### src/rtl/key_arb_pkg.sv
// rtl/key_arb_pkg.sv - shared types and constants for the key event arbiter
package key_arb_pkg;

  typedef enum logic [1:0] {
    IDLE  = 2'd0,
    GRANT = 2'd1,
    GAP   = 2'd2
  } arb_state_t;

  localparam int DROP_CNT_W      = 8;
  localparam int DEFAULT_GAP_CYC = 100000;

endpackage

### src/rtl/key_rr_pick.sv
// rtl/key_rr_pick.sv - combinational round-robin pick starting after last_grant
module key_rr_pick #(
  parameter int N_KEYS = 4,
  parameter int ID_W   = $clog2(N_KEYS)
) (
  input  logic [N_KEYS-1:0] pend,
  input  logic [ID_W-1:0]   last_grant,
  output logic              pick_vld,
  output logic [ID_W-1:0]   pick_id
);

  // Scan from farthest to nearest so the closest set bit after last_grant wins.
  always_comb begin
    pick_vld = |pend;
    pick_id  = '0;
    for (int k = N_KEYS; k >= 1; k--) begin
      if (pend[(int'(last_grant) + k) % N_KEYS]) begin
        pick_id = ID_W'((int'(last_grant) + k) % N_KEYS);
      end
    end
  end

endmodule

### src/rtl/key_evt_arbiter.sv
// rtl/key_evt_arbiter.sv - round-robin arbiter of key press events onto one channel
// Optional per-key merged-pulse counters (drop_cnt_o) when KEY_ARB_DROP_CNT_EN is defined.
module key_evt_arbiter
  import key_arb_pkg::*;
#(
  parameter int   N_KEYS  = 4,
  parameter int   GAP_CYC = DEFAULT_GAP_CYC,
  localparam int  ID_W    = $clog2(N_KEYS)
) (
  input  logic                             clk_i,
  input  logic                             rst_i,
  input  logic [N_KEYS-1:0]                key_cap_i,
  output logic                             evt_valid_o,
  output logic [ID_W-1:0]                  evt_id_o,
  input  logic                             evt_ready_i,
`ifdef KEY_ARB_DROP_CNT_EN
  output logic [N_KEYS*DROP_CNT_W-1:0]     drop_cnt_o,
`endif
  output logic [N_KEYS-1:0]                pend_o,
  output logic                             busy_o
);

  localparam int CNT_W = (GAP_CYC > 0) ? $clog2(GAP_CYC + 1) : 1;

  arb_state_t        state, state_n;
  logic [N_KEYS-1:0] pend, pend_n, clr;
  logic              valid_n;
  logic [ID_W-1:0]   id_n;
  logic [ID_W-1:0]   last_grant, last_grant_n;
  logic [CNT_W-1:0]  cnt, cnt_n;
  logic              accept;
  logic              pick_vld;
  logic [ID_W-1:0]   pick_id;

  key_rr_pick #(
    .N_KEYS (N_KEYS),
    .ID_W   (ID_W)
  ) u_pick (
    .pend       (pend),
    .last_grant (last_grant),
    .pick_vld   (pick_vld),
    .pick_id    (pick_id)
  );

  always_ff @(posedge clk_i or posedge rst_i) begin
    if (rst_i) begin
      state       <= IDLE;
      pend        <= '0;
      evt_valid_o <= 1'b0;
      evt_id_o    <= '0;
      last_grant  <= ID_W'(N_KEYS - 1);
      cnt         <= '0;
    end else begin
      state       <= state_n;
      pend        <= pend_n;
      evt_valid_o <= valid_n;
      evt_id_o    <= id_n;
      last_grant  <= last_grant_n;
      cnt         <= cnt_n;
    end
  end

  always_comb begin
    state_n      = state;
    valid_n      = evt_valid_o;
    id_n         = evt_id_o;
    last_grant_n = last_grant;
    cnt_n        = cnt;
    accept       = evt_valid_o & evt_ready_i;
    clr          = '0;
    if (accept) clr[evt_id_o] = 1'b1;
    // A new press in the accept cycle re-arms the key rather than being lost.
    pend_n = (pend & ~clr) | key_cap_i;

    case (state)
      IDLE: begin
        if (pick_vld) begin
          id_n    = pick_id;
          valid_n = 1'b1;
          state_n = GRANT;
        end
      end
      GRANT: begin
        if (accept) begin
          valid_n      = 1'b0;
          last_grant_n = evt_id_o;
          if (GAP_CYC == 0) begin
            state_n = IDLE;
          end else begin
            cnt_n   = CNT_W'(GAP_CYC - 1);
            state_n = GAP;
          end
        end
      end
      GAP: begin
        if (cnt == '0) state_n = IDLE;
        else           cnt_n   = cnt - 1'b1;
      end
      default: state_n = IDLE;
    endcase
  end

  assign pend_o = pend;
  assign busy_o = (state == GRANT) || (state == GAP);

`ifdef KEY_ARB_DROP_CNT_EN
  logic [N_KEYS-1:0][DROP_CNT_W-1:0] drop_cnt;

  always_ff @(posedge clk_i or posedge rst_i) begin
    if (rst_i) begin
      drop_cnt <= '0;
    end else begin
      for (int i = 0; i < N_KEYS; i++) begin
        if (key_cap_i[i] && pend[i] && !clr[i] && (drop_cnt[i] != '1)) begin
          drop_cnt[i] <= drop_cnt[i] + 1'b1;
        end
      end
    end
  end

  assign drop_cnt_o = drop_cnt;
`endif

endmodule

### config.mk
export PLATFORM = sky130hd
export DESIGN_NAME = key_evt_arbiter
export DESIGN_NICKNAME = d
export VERILOG_FILES = /design/src/rtl/key_arb_pkg.sv /design/src/rtl/key_rr_pick.sv /design/src/rtl/key_evt_arbiter.sv
export SDC_FILE = /design/constraint.sdc
export NUM_CORES = 1
export LEC_CHECK = 0
export ABC_AREA = 1
export BUFFER_PORTS_ARGS = -buffer_cell sky130_fd_sc_hd__clkbuf_2
export CAP_MARGIN = 20
export CORE_UTILIZATION = 56
export DETAILED_ROUTE_END_ITERATION = 7
export PLACE_DENSITY = 0.82
export SETUP_SLACK_MARGIN = 0.2
export SYNTH_ARGS = -nofsm -noshare
export SYNTH_HDL_FRONTEND = slang
export SYNTH_SLANG_ARGS = --single-unit
export TNS_END_PERCENT = 1
### constraint.sdc
create_clock -name clk_i -period 2.8 [get_ports clk_i]
set_input_delay 0.14 -clock clk_i [delete_from_list [all_inputs] [get_ports clk_i]]
set_output_delay 0.14 -clock clk_i [all_outputs]
set_load 0.05 [all_outputs]
---- Word-level counts from Yosys, hierarchy flattened ----
Index checks and enable logic that the tools add are counted.
storage, ports and cells
  bits in registers ....................... 28
  input port bits ......................... 7
  output and inout port bits .............. 8
  word-level logic and storage cells ...... 76
cells by class
  add/sub/neg operators ................... 5
  magnitude comparators ................... 6
  eq/ne operators ......................... 6
  muxes and demuxes ....................... 29
  bitwise gates (word level) .............. 8
  reduce and logical (&&, ||, !) cells .... 16
operators by type and width
  operator                                                                      number
  17-bit 2-to-1 mux                                                             2
  17-bit one-hot mux with 2 select lines                                        1
  17-bit logical NOT                                                            1
  17-bit by 1-bit subtractor with 17-bit output, second input constant          1
  3-bit by 4-bit less-than comparator with 1-bit output, second input constant  4
  2-bit 2-to-1 mux                                                              7
  1-bit 2-to-1 mux                                                              11
  3-bit AND reduction                                                           3
  1-bit binary-select mux with 2-bit select                                     4
  2-bit != test, second input constant                                          4
  2-bit OR reduction                                                            4
  2-bit one-hot mux with 3 select lines                                         1
  2-bit by 1-bit adder with 2-bit output, second input constant                 2
  2-bit adder, second input constant                                            2
  1-bit AND, first input constant                                               4
  4-bit AND                                                                     1
  4-bit 2-to-1 mux                                                              1
  4-bit NOT                                                                     1
  4-bit bitwise OR                                                              1
  2-bit AND reduction                                                           2
  2-bit nonzero test                                                            2
  4-bit OR reduction                                                            1
  2-bit by 3-bit less-than comparator with 1-bit output, second input constant  1
  1-bit demux with 2-bit select                                                 1
  8 further kinds                                                               8

---- Longest topological paths before layout ----
Gate-level depths: netlist (run 1).
  word-level depth ........................ 10
  mapped depth ............................ 12
  mapped depth without buffers ............ 11

---- By module ----
From an unflattened synthesis (run 1), not the netlist that was laid out.
second synthesis, totals
  cell total of the unflattened synthesis .. 304
  area total of the unflattened synthesis .. 2008.2 um^2
by module, submodules not included
  module           times used  cells each  area an instance (um^2)
  key_evt_arbiter  1           253         1741.7
  key_rr_pick      1           51          266.5

---- Least setup slack after synthesis (run 1) ----
OpenSTA, ideal clock, no wires.
  kind .................................... register -> register
  start point ............................. register cnt[0]
  end point ............................... register cnt[4]
  arrival time ............................ 1.393 ns
  data required time ...................... 2.674 ns
  slack ................................... 1.281 ns
  cell stages (with the launch flop) ...... 9
  path through ............................ dfrtp_1 > inv_1 > ha_1 > nand2_4 > nor2_2 > nand4_2 > nand3_4 > buf_6 > o21ai_0
between the ends
  longest elaborated chain between the ends .. 3
  elaborated cells between the ends (all ways) .. 6
ends and longest elaborated chain
  what                                                                                 line                                          source
  from (decl)                                                                          key_evt_arbiter.sv:30                         logic [CNT_W-1:0] cnt, cnt_n;
  from (signal assigned)                                                               key_evt_arbiter.sv:59                         cnt <= cnt_n;
  17-bit by 1-bit subtractor with 17-bit output or 17-bit logical NOT (tied branches)  key_evt_arbiter.sv:97, key_evt_arbiter.sv:96
  17-bit 2-to-1 mux or 2-bit != test (tied branches)                                   n/a
  17-bit one-hot mux with 2 select lines or 3-bit AND reduction (tied branches)        n/a
Parallel ways exist; a longest one is shown, timed or not. The select of a mux whose other input is x is not followed.
A chain may end at the register's enable or synchronous reset.

---- Worst setup path after layout (run 1) ----
  start point ............................. register state[0]
  end point ............................... register cnt[16]
between the ends
  longest elaborated chain between the ends .. 3
  elaborated cells between the ends (all ways) .. 7
ends and longest elaborated chain
  what                                                                       line                   source
  from (decl)                                                                key_evt_arbiter.sv:25  arb_state_t state, state_n;
  from (signal assigned)                                                     key_evt_arbiter.sv:54  state <= state_n;
  2-bit == test or 2-bit by 1-bit == test with 1-bit output (tied branches)  key_evt_arbiter.sv:75  case (state)
  2-bit != test (no source line) or 2-bit nonzero test (tied branches)       n/a
  3-bit AND reduction (no source line)                                       n/a
Parallel ways exist; a longest one is shown, timed or not.

==> results of run 1 <==
==> power breakdown <==
part	switching [W]	leakage [nW]	internal, W
Sequential	0.000157	0.328	0.000560
Clock	0.000123	0.0279	0.000145
Combinational	0.000892	0.771	0.000393
==> metal layers <==
metal  up-vias  part of all wire (%)
met2        50                    46
met4         0                   1.6
met5         -                     0
met1       749                    48
li1        873                     -
met3         9                   4.6
==> sequential cells by signal (all words and copies together), names as in the netlist <==
name and cells:
evt_id_o 2, evt_valid_o 1, cnt 17, last_grant 2
pend_o 4, state 2
==> cell usage after synthesis <==
master | instances | area share (%)
sky130_fd_sc_hd__nand2_1 | 89 | 18
sky130_fd_sc_hd__inv_1 | 32 | 6.4
sky130_fd_sc_hd__nor2_1 | 32 | 6.4
sky130_fd_sc_hd__dfrtp_1 | 26 | 34
sky130_fd_sc_hd__nand3_1 | 19 | 5.0
sky130_fd_sc_hd__o21ai_1 | 12 | 3.2
sky130_fd_sc_hd__o21ai_0 | 8 | 2.1
sky130_fd_sc_hd__xor2_1 | 5 | 2.3
sky130_fd_sc_hd__ha_1 | 4 | 2.7
sky130_fd_sc_hd__nor2_2 | 4 | 1.3
sky130_fd_sc_hd__o21bai_1 | 4 | 1.6
sky130_fd_sc_hd__buf_6 | 3 | 1.8
sky130_fd_sc_hd__nand3b_1 | 3 | 1.2
sky130_fd_sc_hd__nor2_4 | 3 | 1.8
sky130_fd_sc_hd__o21ai_2 | 3 | 1.4
sky130_fd_sc_hd__a21o_1 | 2 | 0.80
sky130_fd_sc_hd__a21oi_1 | 2 | 0.53
sky130_fd_sc_hd__buf_2 | 2 | 0.53
sky130_fd_sc_hd__dfstp_2 | 2 | 2.8
sky130_fd_sc_hd__nand3_4 | 2 | 1.9
sky130_fd_sc_hd__or2_2 | 2 | 0.66
sky130_fd_sc_hd__xnor2_1 | 2 | 0.93
sky130_fd_sc_hd__clkbuf_1 | 1 | 0.20
sky130_fd_sc_hd__nand2_4 | 1 | 0.60
sky130_fd_sc_hd__nand4_1 | 1 | 0.33
sky130_fd_sc_hd__nand4_2 | 1 | 0.66
sky130_fd_sc_hd__o2111ai_1 | 1 | 0.46
sky130_fd_sc_hd__or2_0 | 1 | 0.33
==> final cells by class <==
type	instances	area (um^2)	area share, %
multi-input combinational	201	1020	48.5
sequential	28	703	33.6
timing repair buffer	20	148	7.05
inverter	32	120	5.73
tap	44	55.1	2.63
clock inverter	1	30.0	1.43
clock buffer	3	22.5	1.08
==> worst paths after layout <==
path / slack, ns / end / from
setup / recovery: 0.84 / cnt[16]$_DFFE_PP0P_ / state[0]$_DFFE_PP0P_
hold / removal: 0.22 / pend_o[1]$_DFF_PP0_ / rst_i
setup reg to reg: 0.84 / cnt[16]$_DFFE_PP0P_ / state[0]$_DFFE_PP0P_
hold reg to reg: 0.49 / cnt[0]$_DFFE_PP0P_ / cnt[0]$_DFFE_PP0P_
max in group asynchronous: 2.11 / last_grant[1]$_DFFE_PP1P_ / rst_i
min in group clk_i: 0.26 / last_grant[0]$_DFFE_PP1P_ / evt_ready_i
==> kinds of logic (layout without fill, tap and decap cells) <==
group	after synthesis	count (layout)	synth area share [%]
XOR/XNOR	7	7	3.25
flip-flops	28	28	37.3
adder cells (fa/ha/maj)	4	4	2.65
AO/OA/AOI/OAI	32	32	10.1
buffers and inverters	38	56	8.89
AND/OR/NAND/NOR	158	158	37.9
==> worst register-to-register path: cells and delay by family, from the launching register on <==
family | cells | cell delay (ns)
buffers and inverters | 2 | 0.35
and+or+nand+nor | 3 | 0.62
AOI/OAI and AO/OA | 1 | 0.08
DFF | 1 | 0.42
adders and majority gates | 1 | 0.37
==> per-stage QoR <==
step	hold slack, ns	power, W	utilization [%]	worst slack [ns]	cells
after floorplan	0.204	0.00181	-	1.28	267
after global routing	0.240	0.00248	67.0	0.553	329
after CTS	0.0533	0.00227	65.8	0.831	327
after detailed placement	0.343	0.00198	62.8	0.863	319
final	0.222	0.00227	67.0	0.839	329
after global placement	0.337	0.00195	62.8	0.960	319
==> repair_timing <==
| action | CTS | global route |
|---|---|---|
| endpoints found under the hold margin | 4 | 26 |
| gates resized for setup | 0 | 0 |
| setup endpoints to repair | 0 | 0 |
| hold buffers | 4 | 1 |
==> impl_metrics.py, run 1 <==
metrics = {
    "outcome": {
        "outcome": "finished clean",
    },
    "global_route": {
        "grt_max_degree": 33,
        "grt-busiest-layer": "met2",
        "grt_pass1_vias": 1448,
        "grt.met1_usage_pct": 34.1,
        "grtUsageTotal_pct": 23.3,
        "gr-usage-met3_pct": 1.95,
        "grt_first_pass_wirelength_um": 6330,
        "antenna_found_initial": 0,
        "global_route.overflow_total": 0,
        "met2_usage_pct": 35.7,
    },
    "job": {
        "cap_violations": 0,
    },
    "synthesis": {
        "synth_area_um2": 1890,
        "synth-warning-count": 0,
        "synth_fp_nets": 278,
        "seq_area_frac_synth_pct": 37.3,
        "postSynthRegisterBits": 28,
        "syn_avg_cell_area_um2": 7.07,
        "syn_inst": 267,
        "synth.distinct_cells": 28,
    },
    "timing": {
        "post-route-min-period_ns": 1.96,
        "grt_setup_unrepaired": "no",
        "final.setup_skew_ns": 0.0124,
        "slew_headroom_pct": 76.2,
        "fmax_mhz": 510,
        "setup-violations-final": 0,
        "fin_tns_setup_ns": 0,
        "final-hold-violation-count": 0,
        "worst_slew_pin_slew_ns": 0.357,
        "slew_viol_final": 0,
        "post-route-period-util_pct": 70.0,
    },
    "layout": {
        "layout.cells.most_common": "sky130_fd_sc_hd__nand2_1",
        "fin_nets": 297,
        "postLayoutCellArea_um2": 2090,
        "n_antenna_cell": 0,
        "layout_area_overhead_pct": 11.0,
        "drive_gt1_share_pct": 13.0,
        "fill_cells": 253,
        "final_cell_mix": "sky130_fd_sc_hd__nand2_1 (89), sky130_fd_sc_hd__inv_1 (32), sky130_fd_sc_hd__nor2_1 (32), sky130_fd_sc_hd__dfrtp_1 (26), sky130_fd_sc_hd__nand3_1 (19)",
    },
    "critical_path": {
        "r2r.worst_path.cells": 7,
        "cell_chain_of_the_critical_path": "inv_1, ha_1, inv_1, nand2_1, nand3_4, nand2_1, o21ai_0",
        "worst_setup_path_start_kind": "flop",
        "timing.critical_path.depth": 7,
        "worstSetupPathType": "flop to flop",
        "critPathRequiredTime_ns": 3.02,
        "cp_slowest_cell": "sky130_fd_sc_hd__dfrtp_1",
        "cp_max_fo": 32,
        "cp_top_family": "simple AND/OR/NAND/NOR gates",
        "cp_slowest_stage_delay_ns": 0.42,
        "critical_path.n_buffers_inverters": 2,
        "critical_path.endpoint_type": "flop",
        "cp_data_arrival_time_ns": 2.18,
    },
    "clocking": {
        "tritoncts": "yes",
        "num_cts_buffers": 3,
        "clock_insertion_delay_worst_skew_ns": 0.33,
        "clock_pin_slew_worst_setup_and_hold_paths_ns": 0.16,
        "cts_max_level": 1,
        "cts_setup_buffers": 0,
        "cts_root_buffer": "sky130_fd_sc_hd__clkbuf_4",
        "clk_buf_depth": 2,
        "cts_sinks": 28,
    },
    "placed_design": {
        "dp_hpwl_um": 2690,
        "gp_congestion": 0.929,
        "number_of_port_buffers": 14,
        "placed_cell_area_um2": 1960,
    },
    "pwr": {
        "ir_drop_mv": 0.659,
        "power-per-cell-area_nw_per_um2": 1080,
        "power.static_leakage_nw": 1.13,
    },
    "die": {
        "die_width_um": 60.0,
        "chipHeight_um": 60.0,
        "floorplan.die_area_um2": 3610,
        "core-area_um2": 3130,
        "placementRows": 20,
        "i_o_pins": 15,
        "start_util_pct": 60.3,
    },
    "route": {
        "drt-total-wl_um": 3770,
        "count_of_tritonroute_iterations_in_the_first_routing_pass": 4,
        "routed-via-count": 1681,
        "via_per_inst": 5.11,
        "first_iter_violations": 133,
        "ant_nets_after_route": 0,
        "drt_drc_violations_left": 0,
        "route.detailed.wl_per_inst_um": 11.5,
    },
    "hold_path": {
        "min-delay-path-class": "input pin to async pin",
    },
}
No activity file was read; power rests on OpenSTA's default activity.
==> run 2: changes to the inputs <==
--- a/config.mk
+++ b/config.mk
@@ -5,10 +5,10 @@
 export SDC_FILE = /design/constraint.sdc
 export NUM_CORES = 1
 export LEC_CHECK = 0
-export ABC_AREA = 1
+export ABC_AREA = 0
 export BUFFER_PORTS_ARGS = -buffer_cell sky130_fd_sc_hd__clkbuf_2
 export CAP_MARGIN = 20
-export CORE_UTILIZATION = 56
+export CORE_UTILIZATION = 53
 export DETAILED_ROUTE_END_ITERATION = 7
 export PLACE_DENSITY = 0.82
 export SETUP_SLACK_MARGIN = 0.2
==> constraint.sdc (replaced) <==
create_clock -name clk_i -period 1.75 [get_ports clk_i]
set_input_delay 0.0875 -clock clk_i [delete_from_list [all_inputs] [get_ports clk_i]]
set_output_delay 0.0875 -clock clk_i [all_outputs]
set_load 0.05 [all_outputs]
==> run 2 against run 1 <==
  * The flow now finishes with violations (negative setup slack)
  * Critical path depth decreased by 1
  * Via count down 4.3%
  * First-iteration DRC count fell by 14%
  * Sequential power increased by 35%
  * Worst hold slack worse by 0.096 ns
  * Clock skew decreased by 0.00076 ns
  * Global-route usage rose by 4.1 points
  * Wire length is 14% higher
  * Clock-buffer cell count up 1
  * Non-clock buffer count rose by 38
  * Register-to-register slack got worse by 1.3 ns
==> impl_metrics.py, run 2 <==
metrics = {
    "global_route": {
        "grt_max_degree": 29,
        "global_route.overflow_total": 0,
        "antenna_found_initial": 0,
        "grt_pass1_vias": 1564,
        "grt_first_pass_wirelength_um": 6980,
        "grtUsageTotal_pct": 27.4,
    },
    "synthesis": {
        "synthDominantCellAreaShare_pct": 39.5,
        "synth-warning-count": 0,
        "dominant_combinational_cell_family_by_area_after_synthesis": "simple AND/OR/NAND/NOR gates",
        "synth_enable_flop_cells": 0,
        "synth-compound-area-share_pct": 20.2,
        "postSynthRegisterBits": 28,
        "syn_avg_cell_area_um2": 9.24,
        "syn_inst": 178,
        "ys_async_rst_share_pct": 100,
        "synth_fp_nets": 189,
        "synth.distinct_cells": 44,
        "synth_area_um2": 1650,
        "post_synth_fa_ha_maj_area_fraction_pct": 3.04,
        "ys_top_cells_by_count": "sky130_fd_sc_hd__dfrtp_1 (26), sky130_fd_sc_hd__nand2_1 (22), sky130_fd_sc_hd__nor2_1 (16)",
        "synthXorXnorAreaFrac_pct": 5.32,
        "simple_gate_share_of_the_synthesized_area_pct": 23.4,
        "yosys-top-cells-area": "sky130_fd_sc_hd__dfrtp_1 (40%), sky130_fd_sc_hd__nand2_1 (5.0%), sky130_fd_sc_hd__xor2_1 (4.8%)",
        "synthMuxAreaShare_pct": 1.98,
        "seq_area_frac_synth_pct": 42.7,
        "synth_most_common_cell": "sky130_fd_sc_hd__dfrtp_1",
        "synth_top_flop_cell": "sky130_fd_sc_hd__dfrtp_1",
        "synthDominantAreaCellType": "sky130_fd_sc_hd__dfrtp_1",
    },
    "timing": {
        "post-route-period-util_pct": 127,
        "fmax_mhz": 449,
        "post-route-worst-setup-slack_ns": -0.477,
        "final.setup_skew_ns": 0.0117,
        "post-route-min-period_ns": 2.23,
        "setup-violations-final": 19,
        "final-hold-violation-count": 0,
        "slew_headroom_pct": 69.5,
        "grt_setup_unrepaired": "yes",
        "slew_viol_final": 0,
        "worst_slew_pin_slew_ns": 0.453,
    },
    "route": {
        "routed-via-count": 1609,
        "drt-total-wl_um": 4290,
        "drt_drc_violations_left": 0,
        "count_of_tritonroute_iterations_in_the_first_routing_pass": 4,
        "ant_nets_after_route": 0,
        "first_iter_violations": 114,
        "route.detailed.wl_per_inst_um": 16.1,
        "via_per_inst": 6.03,
    },
    "hold_path": {
        "min_to": "evt_valid_o$_DFFE_PP0P_",
        "min-delay-path-class": "input pin to flop",
        "hold_path.startpoint": "evt_ready_i",
        "number_of_stages_on_the_worst_hold_path": 3,
    },
    "critical_path": {
        "reg_to_reg_critical_path_startpoint": "state[0]$_DFFE_PP0P_",
        "worstSetupPathType": "flop to flop",
        "r2r.worst_path.cells": 6,
        "cp_max_fo": 4,
        "worst_setup_path_start_kind": "flop",
        "cp_data_arrival_time_ns": 2.49,
        "r2r_setup_slack_ns": -0.48,
        "critPathRequiredTime_ns": 2.01,
        "critical_path.endpoint_type": "flop",
        "timing.rr.end": "cnt[13]$_DFFE_PP0P_",
    },
    "clocking": {
        "clock_insertion_delay_worst_skew_ns": 0.34,
        "cts_max_level": 1,
        "cts_root_buffer": "sky130_fd_sc_hd__clkbuf_4",
        "clk_buf_depth": 2,
        "cts_sinks": 28,
        "clock_pin_slew_worst_setup_and_hold_paths_ns": 0.15,
        "num_cts_buffers": 3,
        "tritoncts": "yes",
    },
    "placed_design": {
        "dp_hpwl_um": 3030,
        "gp_congestion": 0.908,
        "placed_cell_area_um2": 2050,
        "number_of_port_buffers": 14,
    },
    "job": {
        "cap_violations": 0,
    },
    "outcome": {
        "outcome": "finished, violations left",
        "violated_checks": "negative setup slack",
    },
    "die": {
        "floorplan.die_area_um2": 3330,
        "chipHeight_um": 57.7,
        "start_util_pct": 57.7,
        "placementRows": 19,
        "core-area_um2": 2850,
        "i_o_pins": 15,
        "die_width_um": 57.7,
    },
    "pwr": {
        "power-per-cell-area_nw_per_um2": 1320,
        "power.static_leakage_nw": 0.947,
        "ir_drop_mv": 1.25,
    },
    "layout": {
        "n_antenna_cell": 0,
        "postLayoutCoreUtil_pct": 79.9,
        "top_register": "cnt",
        "number_of_flip_flops_under_the_largest_register_name": 17,
        "layout_area_overhead_pct": 38.5,
        "final_cell_mix": "sky130_fd_sc_hd__buf_4 (38), sky130_fd_sc_hd__dfrtp_1 (25), sky130_fd_sc_hd__nand2_1 (21), sky130_fd_sc_hd__nor2_1 (16), sky130_fd_sc_hd__clkbuf_2 (13)",
        "fin_nets": 248,
        "layout.cells.most_common": "sky130_fd_sc_hd__buf_4",
        "postLayoutCellArea_um2": 2280,
        "drive_gt1_share_pct": 38.1,
    },
}
-- run 2: area by class of cell --
class                      instances  area (um^2)
inverter                           8         30.0
timing repair buffer              58          427
fill                             174          574
multi-input combinational        138         1040
tap                               31         38.8
sequential                        28          704
clock buffer                       4         36.3
-- run 2: per-layer routing --
layer	wire, um	vias to the layer above	GRT usage [%]
li1	-	766	-
met1	1820	777	36.0
met2	2190	57	48.3
met3	192	9	2.46
met4	86	0	8.50
met5	0	-	0
-- run 2: power by group --
group / internal [W] / switching (W) / total [W] / leakage [nW]
sequential: 0.000802 / 0.000165 / 0.000967 / 0.305
clock: 0.000128 / 0.000193 / 0.000321 / 0.0210
combinational: 0.000719 / 0.00101 / 0.00172 / 0.621
-- run 2: how the worst max path moves through the flow --
stage	depth (start not counted)	start	endpoint
final	6	state[0]$_DFFE_PP0P_	cnt[13]$_DFFE_PP0P_
after global routing	8	state[1]$_DFFE_PP0P_	cnt[13]$_DFFE_PP0P_
after CTS	6	state[0]$_DFFE_PP0P_	cnt[13]$_DFFE_PP0P_
after detailed placement	5	cnt[1]$_DFFE_PP0P_	cnt[13]$_DFFE_PP0P_
after global placement	5	cnt[1]$_DFFE_PP0P_	cnt[13]$_DFFE_PP0P_
after floorplan	5	cnt[0]$_DFFE_PP0P_	cnt[13]$_DFFE_PP0P_
-- run 2: timing repair --
| action | in CTS | in global routing |
|---|---|---|
| hold buffers | 5 | 0 |
| gates resized for setup | 23 | 8 |
| pin swaps | 8 | 1 |
| hold endpoints to repair | 30 | 0 |
| endpoints found under the setup margin | 20 | 20 |
| buffers inserted | 1 | 0 |
| cloned | 0 | 0 |
-- run 2: kinds of logic after synthesis --
logic type,after synthesis
fa+ha+maj,4
simple gates,74
xor+xnor,10
flops,28
compound gates,47
mux,3
buf+inv,12
-- run 2: critical path, stage by stage (launching register included) --
cell and delay, ns:
sky130_fd_sc_hd__dfrtp_1 0.44, sky130_fd_sc_hd__ha_2 0.24, sky130_fd_sc_hd__or2b_4 0.29, sky130_fd_sc_hd__a2111oi_4 0.39
sky130_fd_sc_hd__o211ai_4 0.13, sky130_fd_sc_hd__or4_1 0.48, sky130_fd_sc_hd__a21oi_2 0.18
-- run 2: per-stage QoR --
step / setup slack [ns] / instances / setup TNS (ns) / power [W] / hold slack, ns
final: -0.477 / 267 / -3.18 / 0.00301 / 0.126
after global routing: -0.579 / 267 / -4.86 / 0.00318 / 0.127
after CTS: -0.339 / 267 / -2.79 / 0.00292 / 0.123
after detailed placement: -0.388 / 257 / -4.67 / 0.00247 / 0.151
after global placement: -0.375 / 257 / -3.67 / 0.00239 / 0.145
after floorplan: -0.317 / 178 / -3.06 / 0.00193 / 0.151
==> run 3: changes to the inputs <==
--- a/config.mk
+++ b/config.mk
@@ -8,9 +8,11 @@
 export ABC_AREA = 0
 export BUFFER_PORTS_ARGS = -buffer_cell sky130_fd_sc_hd__clkbuf_2
 export CAP_MARGIN = 20
-export CORE_UTILIZATION = 53
+export CELL_PAD_IN_SITES_DETAIL_PLACEMENT = 1
+export CELL_PAD_IN_SITES_GLOBAL_PLACEMENT = 2
+export CORE_UTILIZATION = 33
 export DETAILED_ROUTE_END_ITERATION = 7
-export PLACE_DENSITY = 0.82
+export PLACE_DENSITY = 0.81
 export SETUP_SLACK_MARGIN = 0.2
 export SYNTH_ARGS = -nofsm -noshare
 export SYNTH_HDL_FRONTEND = slang
==> run 3 against run 2 <==
  * The run still ends with negative setup slack left
  * Sequential power grew 0.9%
  * Clock-buffer cell count stayed put
  * Fmax up 1.4%
  * Via count rose by 3.2%
  * Die area increased by 58%
  * Clock skew about the same
  * Flip-flop and latch count stayed put
  * Critical endpoint unchanged
==> impl_metrics.py, run 3 (synthesis results as in run 2) <==
metrics = {
    "die": {
        "chipHeight_um": 72.6,
        "die_width_um": 72.6,
        "i_o_pins": 15,
        "floorplan.die_area_um2": 5270,
        "core-area_um2": 4750,
        "start_util_pct": 34.6,
        "placementRows": 25,
    },
    "pwr": {
        "total_switching_power_w": 0.00143,
        "power-per-cell-area_nw_per_um2": 1310,
        "p_total_w": 0.00306,
        "seq_power_share_pct": 31.9,
        "ir_drop_mv": 0.549,
        "clockPowerShare_pct": 12.9,
        "power.static_leakage_nw": 0.982,
        "comb_power_share_pct": 55.2,
        "swShare_pct": 46.6,
        "internal-power_w": 0.00164,
    },
    "clocking": {
        "clk_buf_depth": 2,
        "cts_sinks": 28,
        "num_cts_buffers": 3,
        "cts_max_level": 1,
        "cts_root_buffer": "sky130_fd_sc_hd__clkbuf_8",
        "clock_pin_slew_worst_setup_and_hold_paths_ns": 0.11,
        "clock_insertion_delay_worst_skew_ns": 0.29,
        "tritoncts": "yes",
    },
    "layout": {
        "postLayoutCellArea_um2": 2340,
        "layout_area_overhead_pct": 42.1,
        "fin_nets": 252,
        "fill_cells": 568,
        "final_cell_mix": "sky130_fd_sc_hd__buf_4 (44), sky130_fd_sc_hd__dfrtp_1 (25), sky130_fd_sc_hd__nand2_1 (22), sky130_fd_sc_hd__nor2_1 (15), sky130_fd_sc_hd__clkbuf_2 (13)",
        "layout.cells.most_common": "sky130_fd_sc_hd__buf_4",
        "number_of_flip_flops_under_the_largest_register_name": 17,
        "drive_gt1_share_pct": 40.8,
        "instances_no_fill": 307,
        "n_antenna_cell": 0,
        "top_register": "cnt",
    },
    "placed_design": {
        "dp_hpwl_um": 3640,
        "gp_congestion": 0.864,
        "numPlacedInstances": 296,
        "placed_cell_area_um2": 2120,
        "number_of_port_buffers": 14,
    },
    "timing": {
        "post-route-worst-setup-slack_ns": -0.446,
        "setup-violations-final": 17,
        "grt_setup_unrepaired": "yes",
        "final-hold-violation-count": 0,
        "slew_viol_final": 0,
        "post-route-period-util_pct": 125,
        "slew_headroom_pct": 72.9,
        "fmax_mhz": 455,
        "post-route-min-period_ns": 2.20,
        "worst_slew_pin_slew_ns": 0.405,
        "final.setup_skew_ns": 0.0115,
    },
    "route": {
        "drt-total-wl_um": 5150,
        "met2RoutedLength_um": 2520,
        "routed-via-count": 1661,
        "via_per_inst": 5.41,
        "first_iter_violations": 106,
        "m1WireLength_um": 2280,
        "count_of_tritonroute_iterations_in_the_first_routing_pass": 4,
        "highest_routed_layer": "met4",
        "drt_drc_violations_left": 0,
        "ant_nets_after_route": 0,
        "dr_wl_met3_um": 155,
        "route.detailed.wl_per_inst_um": 16.8,
    },
    "global_route": {
        "antenna_found_initial": 0,
        "grt_max_degree": 29,
        "grtUsageTotal_pct": 21.3,
        "grt_first_pass_wirelength_um": 8630,
        "grt_pass1_vias": 1801,
        "global_route.overflow_total": 0,
    },
    "job": {
        "cap_violations": 0,
    },
    "critical_path": {
        "worstSetupPathType": "flop to flop",
        "critPathRequiredTime_ns": 1.98,
        "worst_setup_path_start_kind": "flop",
        "cp_max_fo": 6,
        "cell_chain_of_the_critical_path": "inv_1, ha_2, or2b_4, a2111oi_4, o211ai_2, or4_4, a21oi_2",
        "cp_slowest_stage_delay_ns": 0.45,
        "r2r_setup_slack_ns": -0.45,
        "critical_path.endpoint_type": "flop",
        "cp_slowest_cell": "sky130_fd_sc_hd__a2111oi_4",
        "cp_data_arrival_time_ns": 2.43,
    },
    "outcome": {
        "outcome": "finished, violations left",
        "violated_checks": "negative setup slack",
    },
    "hold_path": {
        "min-delay-path-class": "input pin to flop",
    },
}
## run 3: metrics by stage
stage	setup TNS [ns]	util [%]	setup slack, ns	hold slack (ns)
2_1_floorplan	-3.06	-	-0.317	0.151
3_3_place_gp	-3.92	44.6	-0.367	0.151
3_5_place_dp	-4.93	44.6	-0.445	0.169
4_1_cts	-3.22	48.0	-0.347	0.000631
5_1_grt	-5.61	49.2	-0.548	0.00230
6_report	-3.63	49.2	-0.446	0.0121
## run 3: worst paths after layout
path | cells past startpoint | startpoint | to
max | 7 | state[1]$_DFFE_PP0P_ | cnt[13]$_DFFE_PP0P_
min | 2 | key_cap_i[2] | pend_o[2]$_DFF_PP0_
max reg2reg | 7 | state[1]$_DFFE_PP0P_ | cnt[13]$_DFFE_PP0P_
min reg2reg | 2 | cnt[10]$_DFFE_PP0P_ | cnt[10]$_DFFE_PP0P_
max in group asynchronous | 4 | rst_i | last_grant[0]$_DFFE_PP1P_
min in group asynchronous | 4 | rst_i | cnt[13]$_DFFE_PP0P_
## run 3: critical path: cells and delay by family (launching register included)
family,cells,cell delay (ns)
flip-flops,1,0.38
AO/OA/AOI/OAI,3,0.75
adder cells (fa/ha/maj),1,0.22
AND/OR/NAND/NOR,2,0.72
buffers and inverters,1,0.07
## run 3: layout make-up
| cell class | count | area (um^2) | area share, % |
|---|---|---|---|
| Clock buffer | 4 | 45.0 | 1.93 |
| Inverter | 8 | 30.0 | 1.28 |
| Multi-Input combinational cell | 138 | 1030 | 44.2 |
| Timing Repair Buffer | 62 | 440 | 18.8 |
| Tap cell | 67 | 83.8 | 3.59 |
| Sequential cell | 28 | 704 | 30.1 |
## run 3: timing repair
action,4_1_cts,5_1_grt
hold endpoints to repair,29,0
hold buffers,4,0
endpoints found under the setup margin,19,20
buffers inserted,1,2
pin swaps,10,7
gates resized for setup,22,10
## run 3: layer usage
metal	vias up	GRT usage, %
met5	-	0
met4	0	9.80
met3	21	2.76
met2	45	37.5
met1	818	25.7
li1	777	-
## run 3: power groups by stage
| stage | combinational (W) | clock (W) | sequential, W |
|---|---|---|---|
| floorplan | 0.000781 | 0 | 0.00115 |
| CTS | 0.00165 | 0.000396 | 0.000976 |
| detailed placement | 0.00153 | 0 | 0.000985 |
| finish | 0.00169 | 0.000395 | 0.000976 |
| global route | 0.00182 | 0.000422 | 0.00100 |
| global placement | 0.00147 | 0 | 0.000966 |
